<file path="config.mk">
export PLATFORM = sky130hd
export DESIGN_NAME = dram_sched_flat
export DESIGN_NICKNAME = d
export VERILOG_FILES = /design/src/rtl/dram_sched_if.sv /design/src/rtl/dram_sched.sv /design/src/flat_wrapper.sv
export SDC_FILE = /design/constraint.sdc
export NUM_CORES = 1
export LEC_CHECK = 0
export BUFFER_PORTS_ARGS = -buffer_cell sky130_fd_sc_hd__buf_2
export CAP_MARGIN = 25
export CORE_ASPECT_RATIO = 0.5
export CORE_MARGIN = 4
export CORE_UTILIZATION = 49
export DETAILED_ROUTE_END_ITERATION = 6
export MAX_ROUTING_LAYER = met4
export PLACE_DENSITY = 0.78
export SLEW_MARGIN = 20
export SYNTH_ARGS = -nofsm -noshare
export SYNTH_HDL_FRONTEND = slang
export SYNTH_SLANG_ARGS = --single-unit
</file>
<file path="constraint.sdc">
create_clock -name CLK_FSB -period 2.55 [get_ports CLK_FSB]
set_input_delay 0.1275 -clock CLK_FSB [delete_from_list [all_inputs] [get_ports CLK_FSB]]
set_output_delay 0.1275 -clock CLK_FSB [all_outputs]
set_load 0.01 [all_outputs]
</file>
<file path="src/rtl/dram_sched_if.sv">
`default_nettype none
// +-------------------------------------------------------------------------+
// | dram_sched_if : requester handshakes and DRAM pins of the scheduler     |
// | Rev 1.0                                                                 |
// +-------------------------------------------------------------------------+
interface dram_sched_if;
  logic        CpuReq;
  logic        CpuWE;
  logic [1:0]  CpuBE;
  logic [20:0] CpuA;      // word address A[21:1]
  logic        CpuAck;
  logic        DmaReq;
  logic [20:0] DmaA;
  logic        DmaAck;
  logic        RefReq;
  logic        RefUrgent;
  logic        RefAck;
  logic [11:0] RA;
  logic        nRAS;
  logic        nCAS;
  logic        nRAMUWE;
  logic        nRAMLWE;
  logic        nOE;
  logic        Busy;

  modport master (
    output CpuReq, CpuWE, CpuBE, CpuA, DmaReq, DmaA, RefReq, RefUrgent,
    input  CpuAck, DmaAck, RefAck, RA, nRAS, nCAS, nRAMUWE, nRAMLWE, nOE, Busy
  );

  modport slave (
    input  CpuReq, CpuWE, CpuBE, CpuA, DmaReq, DmaA, RefReq, RefUrgent,
    output CpuAck, DmaAck, RefAck, RA, nRAS, nCAS, nRAMUWE, nRAMLWE, nOE, Busy
  );
endinterface
`default_nettype wire

</file>
<file path="src/rtl/dram_sched.sv">
`default_nettype none
// +-------------------------------------------------------------------------+
// | dram_sched : CPU / DMA / refresh arbiter and fixed-timing DRAM sequencer |
// | Rev 1.0                                                                 |
// +-------------------------------------------------------------------------+
module dram_sched #(
  parameter int TRCD     = 1,
  parameter int TCAS     = 2,
  parameter int TRP      = 2,
  parameter int TRAS_REF = 3
) (
  input  wire logic   CLK_FSB,
  input  wire logic   RES,
  dram_sched_if.slave bus
);

  typedef enum logic [2:0] {
    IDLE  = 3'd0,
    ROW   = 3'd1,
    COL   = 3'd2,
    REF_C = 3'd3,
    REF_R = 3'd4,
    PRE   = 3'd5
  } state_t;

  state_t      state_q, state_d;
  logic [1:0]  cnt_q, cnt_d;
  logic [20:0] addr_q, addr_d;
  logic        we_q, we_d;
  logic [1:0]  be_q, be_d;
  logic        dma_q, dma_d;
  logic        last_dma_q, last_dma_d;
  logic        cpu_served_q, cpu_served_d;
  logic        dma_served_q, dma_served_d;
  logic [11:0] ra_q, ra_d;
  logic        nras_q, nras_d;
  logic        ncas_q, ncas_d;
  logic        nuwe_q, nuwe_d;
  logic        nlwe_q, nlwe_d;
  logic        noe_q, noe_d;
  logic        cpu_ack_q, cpu_ack_d;
  logic        dma_ack_q, dma_ack_d;
  logic        ref_ack_q, ref_ack_d;
  logic        busy_q, busy_d;

  logic        cpu_elig;
  logic        dma_elig;
  logic        col_d;
  logic        ack_d;

  always_comb begin
    state_d    = state_q;
    cnt_d      = cnt_q + 2'd1;
    addr_d     = addr_q;
    we_d       = we_q;
    be_d       = be_q;
    dma_d      = dma_q;
    last_dma_d = last_dma_q;
    ra_d       = ra_q;

    cpu_elig = bus.CpuReq && !cpu_served_q;
    // DMA yields once to an eligible CPU after each DMA grant
    dma_elig = bus.DmaReq && !dma_served_q && !(last_dma_q && cpu_elig);

    case (state_q)
      IDLE: begin
        cnt_d = 2'd0;
        if (bus.RefUrgent) begin
          state_d = REF_C;
        end else if (dma_elig) begin
          state_d    = ROW;
          addr_d     = bus.DmaA;
          we_d       = 1'b0;
          be_d       = 2'b11;
          dma_d      = 1'b1;
          last_dma_d = 1'b1;
        end else if (cpu_elig) begin
          state_d    = ROW;
          addr_d     = bus.CpuA;
          we_d       = bus.CpuWE;
          be_d       = bus.CpuBE;
          dma_d      = 1'b0;
          last_dma_d = 1'b0;
        end else if (bus.RefReq) begin
          state_d = REF_C;
        end
      end
      ROW: if (cnt_q == 2'(TRCD - 1)) begin
        state_d = COL;
        cnt_d   = 2'd0;
      end
      COL: if (cnt_q == 2'(TCAS - 1)) begin
        state_d = PRE;
        cnt_d   = 2'd0;
      end
      REF_C: begin
        state_d = REF_R;
        cnt_d   = 2'd0;
      end
      REF_R: if (cnt_q == 2'(TRAS_REF - 1)) begin
        state_d = PRE;
        cnt_d   = 2'd0;
      end
      PRE: if (cnt_q == 2'(TRP - 1)) begin
        state_d = IDLE;
        cnt_d   = 2'd0;
      end
      default: begin
        state_d = IDLE;
        cnt_d   = 2'd0;
      end
    endcase

    if (state_q == IDLE && state_d == ROW)
      ra_d = {1'b0, addr_d[20:10]};
    else if (state_q == ROW && state_d == COL)
      ra_d = {2'b00, addr_q[9:0]};

    // Outputs are registered, so they are decoded from the next state
    col_d     = (state_d == COL);
    ack_d     = col_d && (cnt_d == 2'(TCAS - 1));
    nras_d    = !(state_d inside {ROW, COL, REF_R});
    ncas_d    = !(state_d inside {COL, REF_C, REF_R});
    noe_d     = !(col_d && !we_d);
    nuwe_d    = !(col_d && we_d && be_d[1]);
    nlwe_d    = !(col_d && we_d && be_d[0]);
    cpu_ack_d = ack_d && !dma_d;
    dma_ack_d = ack_d && dma_d;
    ref_ack_d = (state_d == REF_C);
    busy_d    = (state_d != IDLE);

    cpu_served_d = bus.CpuReq ? (cpu_served_q || cpu_ack_d) : 1'b0;
    dma_served_d = bus.DmaReq ? (dma_served_q || dma_ack_d) : 1'b0;
  end

  always_ff @(posedge CLK_FSB) begin
    if (RES) begin
      state_q      <= IDLE;
      cnt_q        <= 2'd0;
      addr_q       <= '0;
      we_q         <= 1'b0;
      be_q         <= 2'b00;
      dma_q        <= 1'b0;
      last_dma_q   <= 1'b0;
      cpu_served_q <= 1'b0;
      dma_served_q <= 1'b0;
      ra_q         <= '0;
      nras_q       <= 1'b1;
      ncas_q       <= 1'b1;
      nuwe_q       <= 1'b1;
      nlwe_q       <= 1'b1;
      noe_q        <= 1'b1;
      cpu_ack_q    <= 1'b0;
      dma_ack_q    <= 1'b0;
      ref_ack_q    <= 1'b0;
      busy_q       <= 1'b0;
    end else begin
      state_q      <= state_d;
      cnt_q        <= cnt_d;
      addr_q       <= addr_d;
      we_q         <= we_d;
      be_q         <= be_d;
      dma_q        <= dma_d;
      last_dma_q   <= last_dma_d;
      cpu_served_q <= cpu_served_d;
      dma_served_q <= dma_served_d;
      ra_q         <= ra_d;
      nras_q       <= nras_d;
      ncas_q       <= ncas_d;
      nuwe_q       <= nuwe_d;
      nlwe_q       <= nlwe_d;
      noe_q        <= noe_d;
      cpu_ack_q    <= cpu_ack_d;
      dma_ack_q    <= dma_ack_d;
      ref_ack_q    <= ref_ack_d;
      busy_q       <= busy_d;
    end
  end

  assign bus.RA      = ra_q;
  assign bus.nRAS    = nras_q;
  assign bus.nCAS    = ncas_q;
  assign bus.nRAMUWE = nuwe_q;
  assign bus.nRAMLWE = nlwe_q;
  assign bus.nOE     = noe_q;
  assign bus.CpuAck  = cpu_ack_q;
  assign bus.DmaAck  = dma_ack_q;
  assign bus.RefAck  = ref_ack_q;
  assign bus.Busy    = busy_q;

endmodule
`default_nettype wire

</file>
<file path="src/flat_wrapper.sv">
// flat-port wrapper written by rule: the top's interface ports become plain ports
module dram_sched_flat 
#(
  parameter int TRCD     = 1,
  parameter int TCAS     = 2,
  parameter int TRP      = 2,
  parameter int TRAS_REF = 3
)
  (CLK_FSB, RES, bus_CpuReq, bus_CpuWE, bus_CpuBE, bus_CpuA, bus_DmaReq, bus_DmaA, bus_RefReq, bus_RefUrgent, bus_CpuAck, bus_DmaAck, bus_RefAck, bus_RA, bus_nRAS, bus_nCAS, bus_nRAMUWE, bus_nRAMLWE, bus_nOE, bus_Busy);
  dram_sched_if bus_i ();
  input  wire logic CLK_FSB;
  input  wire logic RES;
  input wire logic [$bits(bus_i.CpuReq)-1:0] bus_CpuReq;
  input wire logic [$bits(bus_i.CpuWE)-1:0] bus_CpuWE;
  input wire logic [$bits(bus_i.CpuBE)-1:0] bus_CpuBE;
  input wire logic [$bits(bus_i.CpuA)-1:0] bus_CpuA;
  input wire logic [$bits(bus_i.DmaReq)-1:0] bus_DmaReq;
  input wire logic [$bits(bus_i.DmaA)-1:0] bus_DmaA;
  input wire logic [$bits(bus_i.RefReq)-1:0] bus_RefReq;
  input wire logic [$bits(bus_i.RefUrgent)-1:0] bus_RefUrgent;
  output wire logic [$bits(bus_i.CpuAck)-1:0] bus_CpuAck;
  output wire logic [$bits(bus_i.DmaAck)-1:0] bus_DmaAck;
  output wire logic [$bits(bus_i.RefAck)-1:0] bus_RefAck;
  output wire logic [$bits(bus_i.RA)-1:0] bus_RA;
  output wire logic [$bits(bus_i.nRAS)-1:0] bus_nRAS;
  output wire logic [$bits(bus_i.nCAS)-1:0] bus_nCAS;
  output wire logic [$bits(bus_i.nRAMUWE)-1:0] bus_nRAMUWE;
  output wire logic [$bits(bus_i.nRAMLWE)-1:0] bus_nRAMLWE;
  output wire logic [$bits(bus_i.nOE)-1:0] bus_nOE;
  output wire logic [$bits(bus_i.Busy)-1:0] bus_Busy;
  assign bus_i.CpuReq = bus_CpuReq;
  assign bus_i.CpuWE = bus_CpuWE;
  assign bus_i.CpuBE = bus_CpuBE;
  assign bus_i.CpuA = bus_CpuA;
  assign bus_i.DmaReq = bus_DmaReq;
  assign bus_i.DmaA = bus_DmaA;
  assign bus_i.RefReq = bus_RefReq;
  assign bus_i.RefUrgent = bus_RefUrgent;
  assign bus_CpuAck = bus_i.CpuAck;
  assign bus_DmaAck = bus_i.DmaAck;
  assign bus_RefAck = bus_i.RefAck;
  assign bus_RA = bus_i.RA;
  assign bus_nRAS = bus_i.nRAS;
  assign bus_nCAS = bus_i.nCAS;
  assign bus_nRAMUWE = bus_i.nRAMUWE;
  assign bus_nRAMLWE = bus_i.nRAMLWE;
  assign bus_nOE = bus_i.nOE;
  assign bus_Busy = bus_i.Busy;
  dram_sched #(.TRCD(TRCD), .TCAS(TCAS), .TRP(TRP), .TRAS_REF(TRAS_REF)) u_core (.CLK_FSB(CLK_FSB), .RES(RES), .bus(bus_i));
endmodule
</file>
* Word level (Yosys, flattened, before mapping) *
Cells that the tools add are included.

word-level totals
  register bits = 53
  latch bits = 0
  RAM bits = 0
  memory bits (read-only) = 0
  input bits = 51
  output and inout port bits = 21
  word-level logic and storage cells = 105
  memories = 0

cells by class
  add/subtract/negate cells = 1
  multipliers = 0
  divide/modulo/power cells = 0
  $lt $le $gt $ge = 0
  equal/unequal tests = 12
  shift-type cells = 0
  muxes and demuxes = 33
  bitwise operators = 3
  reduce and logical (&&, ||, !) cells = 36

operators with widths
  cell                 count
  $mux 21              4
  $mux 3               8
  $mux 11              2
  $pmux 3 s6           1
  $mux 2               7
  $logic_and 1x1->1    13
  $eq 3x2->1 const B   4
  $logic_not 1->1      10
  $mux 1               10
  $eq 3x3->1 const B   3
  $reduce_bool 3->1    3
  $eq 3x1->1 const B   2
  $pmux 2 s3           1
  $reduce_or 2->1      3
  $eq 2x1->1 const B   2
  $reduce_bool 2->1    2
  $logic_not 3->1      1
  $not 1->1            3
  $reduce_and 3->1     1
  $add 2x1->2 const B  1
  $eq 2x2->1 const B   1
  $logic_not 2->1      1
  $logic_or 1x1->1     2

* Depth between registers and ports, before layout *
  depth after elaboration = 12
  gate-level depth with buffers = 9

* Worst setup path before layout *
Ideal clock, no wire load.

  kind = register -> register
  start = register u_core.cnt_q[1]
  end = register u_core.nuwe_q, in the netlist u_core.bus.nRAMUWE
  setup time = 0.127 ns
  data arrival time = 1.802 ns
  setup slack = 0.621 ns
  cell stages (with the launch flop) = 8
  path buffers = 0
  cells stage by stage = dfxtp_1 -> inv_1 -> ha_1 -> nor2b_1 -> a311o_1 -> a211oi_2 -> o221a_1 -> or3b_1

between the ends
  cells in the longest elaborated chain, start to end = 7
  elaborated cells on any way between the ends = 12

RTL lines
  element                             line                                 source
  start: declaration                  dram_sched.sv:27                     logic [1:0] cnt_q, cnt_d;
  start signal: assignment            dram_sched.sv:159                    cnt_q <= cnt_d;
  $eq 2x1->1 (tied with other cells)  dram_sched.sv:92, dram_sched.sv:104
  $mux 3, on equally long branches    --
  $pmux 3 s6 *                        dram_sched.sv:65                     case (state_q)
  $eq 3x2->1 *                        dram_sched.sv:120                    col_d = (state_d == COL);
  $logic_and 1x1->1 * (2 in a row)    dram_sched.sv:125                    nuwe_d = !(col_d && we_d && be_d[1]);
  $logic_not 1->1 *                   dram_sched.sv:125
  end signal: assignment              dram_sched.sv:170                    nuwe_q <= nuwe_d;
  end: declaration                    dram_sched.sv:38                     logic nuwe_q, nuwe_d;

Every way passes the cells marked *; elsewhere a longest branch is shown, timed or not.
A chain may end at the register's enable or synchronous reset.

* Final worst setup path *
Ends and elaborated chain as after synthesis.

==> summary.md <==
| Metric | Value |
|---|---|
| Register-to-Register Setup Slack | `410 ps` |
| Via count of the first global-routing pass | `1,822` |
| Total Power | `2.80 mW` |
| Met2 wire length | `2.44 mm` |
| Initial Util | `0.528` |
| Clock transition time at the flip-flop clock pins of the worst setup and hold paths | `80 ps` |
| Number of nets in the final layout | `368` |
| Number of buffers inserted to repair setup after CTS | `0` |
| Clock tree from TritonCTS | `built` |
| Antenna diode instance count | `0` |
| All-layer global routing usage | `0.193` |
| Detailed Routing Iterations Pass 1 | `4` |
| Run status | `complete, no violations` |
| Synthesized area | `2140 um2` |
| Grt ovf | `0` |
| Syn_nets | `304` |
| Global-route wire length before repair | `8.10 mm` |
| Min-Delay Path Class | `in2reg` |
| Proportion of layout cells with a drive suffix above 1 | `0.293` |
| Initial antenna violation count | `0` |
| Number of top-level pins | `72` |
| Critical path data required time | `2720 ps` |
| Period utilization | `0.840` |
| Top achievable clock speed | `467 MHz` |
| Yosys warning total | `0` |
| FF+latch count, synth | `42` |
| Arr. time, crit path | `2320 ps` |
| Unrepaired setup endpoints after global routing | `false` |
| Via Count | `2,012` |
| Max capacitance violation total | `0` |
| Relative slew slack | `0.470` |
| IR Drop Worst-Case VDD | `0.460 mV` |
| DRC violation count after routing | `0` |
| Met1 WL | `2.28 mm` |
| Pin count of the biggest net entering global routing | `46` |
| Port-buffer cells | `70` |
| Die span in y | `54.7 um` |
| Final core utilization | `0.651` |
| Maximum level of the CTS H-tree | `2` |
| Synth cell types | `47` |
| Finish-stage setup viols | `0` |
| Die Outline Area | `5540 um2` |
| Per-cell via count in the routed design | `5.51` |
| Final antenna-violating net count | `0` |
| Filler Cell Count | `360` |
| Iteration-0 DRC Markers | `61` |
| Power Density | `1060 nW/um2` |
| Highest metal used | `met4` |
| Worst Setup End Kind | `flop` |
| Average size of a mapped cell | `8.65 um2` |
| Tmin final | `2140 ps` |
| Largest fanout of any net on the critical path | `5` |
| Detail Placement HPWL | `3.82 mm` |
| Final estimated routing congestion in global placement | `0.850` |
| Clock skew | `5.14 ps` |
| Source-to-sink clock delay at the later pin of the worst-skew pair | `290 ps` |
| Die X-Extent | `101 um` |
| Cells after Synth | `247` |
| Routed WL | `5.12 mm` |
| Crit path launch type | `flop` |
| Hold_buf cts | `0` |
| CTS resizes | `0` |
| Fin Setup TNS | `0 ps` |
| Met3 WL post-DR | `353 um` |
| Worst setup path class | `reg2reg` |
| Num CTS Buffers | `5` |
| Area delta synth->final | `23.3%` |
| Std cell rows | `16` |
| CTS Sinks | `42` |
| Static leakage | `1.14 nW` |
| Sequential fraction of the synthesis area | `0.394` |
| Final max-slew violation count | `0` |
| CORE AREA | `4040 um2` |
| Number of buffers on the longest clock path | `2` |
| Detail-routed net length per standard cell | `14.0 um` |
| Actual slew at the worst max-slew pin | `794 ps` |
| Root cell of the clock tree | `sky130_fd_sc_hd__clkbuf_8` |
| Endpoints failing hold | `0` |
final cells by class:
| class | count | area, um2 | area share |
|---|---|---|---|
| repair buffers | 76 | 395 | 0.150 |
| clock buffers | 6 | 82.6 | 0.0314 |
| well taps | 54 | 67.6 | 0.0257 |
| inverters | 16 | 60.1 | 0.0228 |
| clock inverters | 1 | 30.0 | 0.0114 |
| flip-flops and latches | 42 | 841 | 0.319 |
| multi-input cells | 170 | 1160 | 0.439 |
report_power, final:
group | switching (mW) | internal [mW] | total [mW]
Clock | 0.219 | 0.313 | 0.533
Combinational | 0.680 | 0.539 | 1.22
Sequential | 0.161 | 0.882 | 1.04
Total | 1.06 | 1.73 | 2.80
placed cells by master, fill, tap and decap left out, types with 2 or more instances in the layout:
master	count
sky130_fd_sc_hd__a211oi_4	2
sky130_fd_sc_hd__dfxtp_1	42
sky130_fd_sc_hd__buf_2	70
sky130_fd_sc_hd__nand2b_1	2
sky130_fd_sc_hd__mux2i_1	11
sky130_fd_sc_hd__a221oi_1	10
sky130_fd_sc_hd__clkbuf_8	6
sky130_fd_sc_hd__a211oi_1	12
sky130_fd_sc_hd__inv_1	16
sky130_fd_sc_hd__nand2_1	18
sky130_fd_sc_hd__ha_1	6
sky130_fd_sc_hd__and3_1	2
sky130_fd_sc_hd__buf_4	6
sky130_fd_sc_hd__a31oi_1	2
sky130_fd_sc_hd__nor2_1	35
sky130_fd_sc_hd__nor2b_1	5
sky130_fd_sc_hd__a22oi_1	12
sky130_fd_sc_hd__nand3b_1	2
sky130_fd_sc_hd__nand3_1	2
sky130_fd_sc_hd__o32ai_1	2
sky130_fd_sc_hd__and3b_1	2
sky130_fd_sc_hd__o21ai_0	4
sky130_fd_sc_hd__o31ai_1	9
sky130_fd_sc_hd__a21oi_1	6
sky130_fd_sc_hd__o32a_1	2
sky130_fd_sc_hd__nor3_1	3
sky130_fd_sc_hd__a21o_1	2
synth_stat cells (all sizes together):
master	instances	area [um2]
or3b	1	8.76
and3	3	23.8
or2	1	6.26
o221a	2	22.5
conb	1	3.75
nand2	18	67.6
inv	16	60.1
nor4	1	6.26
a31oi	2	12.5
o31ai	9	67.6
nand3	2	10.0
a2bb2oi	1	8.76
dfxtp	42	841
xnor2	1	8.76
mux2	1	11.3
o32a	2	20.0
a211oi	14	123
nand2b	2	12.5
a311o	1	10.0
o21ai	4	20.0
ha	6	75.1
nor4b	1	8.76
nor2b	5	31.3
nand3b	2	15.0
or4	1	11.3
o32ai	2	17.5
o211ai	1	7.51
mux2i	11	110
nor3	3	15.0
nor2	35	131
and4bb	1	12.5
a21oi	7	35.0
o41ai	1	8.76
a21o	2	15.0
o22ai	1	6.26
and2	1	6.26
buf	10	56.3
clkbuf	9	33.8
a221oi	10	87.6
and3b	2	17.5
a22oi	12	90.1
cells by family (layout without fill, tap and decap cells):
kind of cell,count (synthesis),count (layout),synth area share
and+or+nand+nor,79,79,0.180
DFF,42,42,0.394
other,1,1,0.00176
AOI/OAI and AO/OA,71,71,0.258
buffers and inverters,35,99,0.0703
adders and majority gates,6,6,0.0351
xor gates and xnor gates,1,1,0.00410
muxes,12,12,0.0568
flip-flops by register name, indices dropped and copies added (netlist names):
name / cells
u_core.bus.RA: 11
u_core.addr_q: 10
u_core.state_q: 3
u_core.be_q: 2
u_core.cnt_q: 2
u_core.bus.Busy: 1
u_core.bus.CpuAck: 1
u_core.bus.DmaAck: 1
u_core.bus.RefAck: 1
u_core.bus.nCAS: 1
u_core.bus.nOE: 1
u_core.bus.nRAMLWE: 1
u_core.bus.nRAMUWE: 1
u_core.bus.nRAS: 1
u_core.cpu_served_q: 1
u_core.dma_q: 1
u_core.dma_served_q: 1
u_core.last_dma_q: 1
u_core.we_q: 1
path summary, 6_finish.rpt:
path | depth (start not counted) | from | endpoint
setup / recovery | 7 | u_core.cnt_q[1] | u_core.bus.nRAMUWE
setup reg to reg | 7 | u_core.cnt_q[1] | u_core.bus.nRAMUWE
hold reg to reg | 1 | u_core.be_q[0] | u_core.bus.nRAMLWE
hold / removal | 3 | bus_CpuA[20] | u_core.bus.RA[10]
metrics by stage:
stage          area (um2)  std cells  worst slack [ps]  hold WS [ps]
6_report             2630        365               408          87.6
5_1_grt              2630        365               243          91.3
4_1_cts              2630        365               410          84.3
3_5_place_dp         2520        358               423           391
3_3_place_gp         2520        358               478           379
2_1_floorplan        2140        247               621           278
layer usage:
metal  vias to the layer above  global-route usage
li1                       1019                   -
met1                       938               0.222
met2                        49               0.334
met3                         6              0.0496
met4                         0              0.0706
met5                         -                   -
worst max-delay path: stages, from the launching register on:
cell and delay, ps:
sky130_fd_sc_hd__dfxtp_1 330, sky130_fd_sc_hd__inv_1 120, sky130_fd_sc_hd__ha_1 260, sky130_fd_sc_hd__nor2b_1 100, sky130_fd_sc_hd__a311o_1 380, sky130_fd_sc_hd__a211oi_4 280, sky130_fd_sc_hd__o221a_1 220, sky130_fd_sc_hd__or3b_1 330
Note: power is estimated with default switching activity, not from simulation.
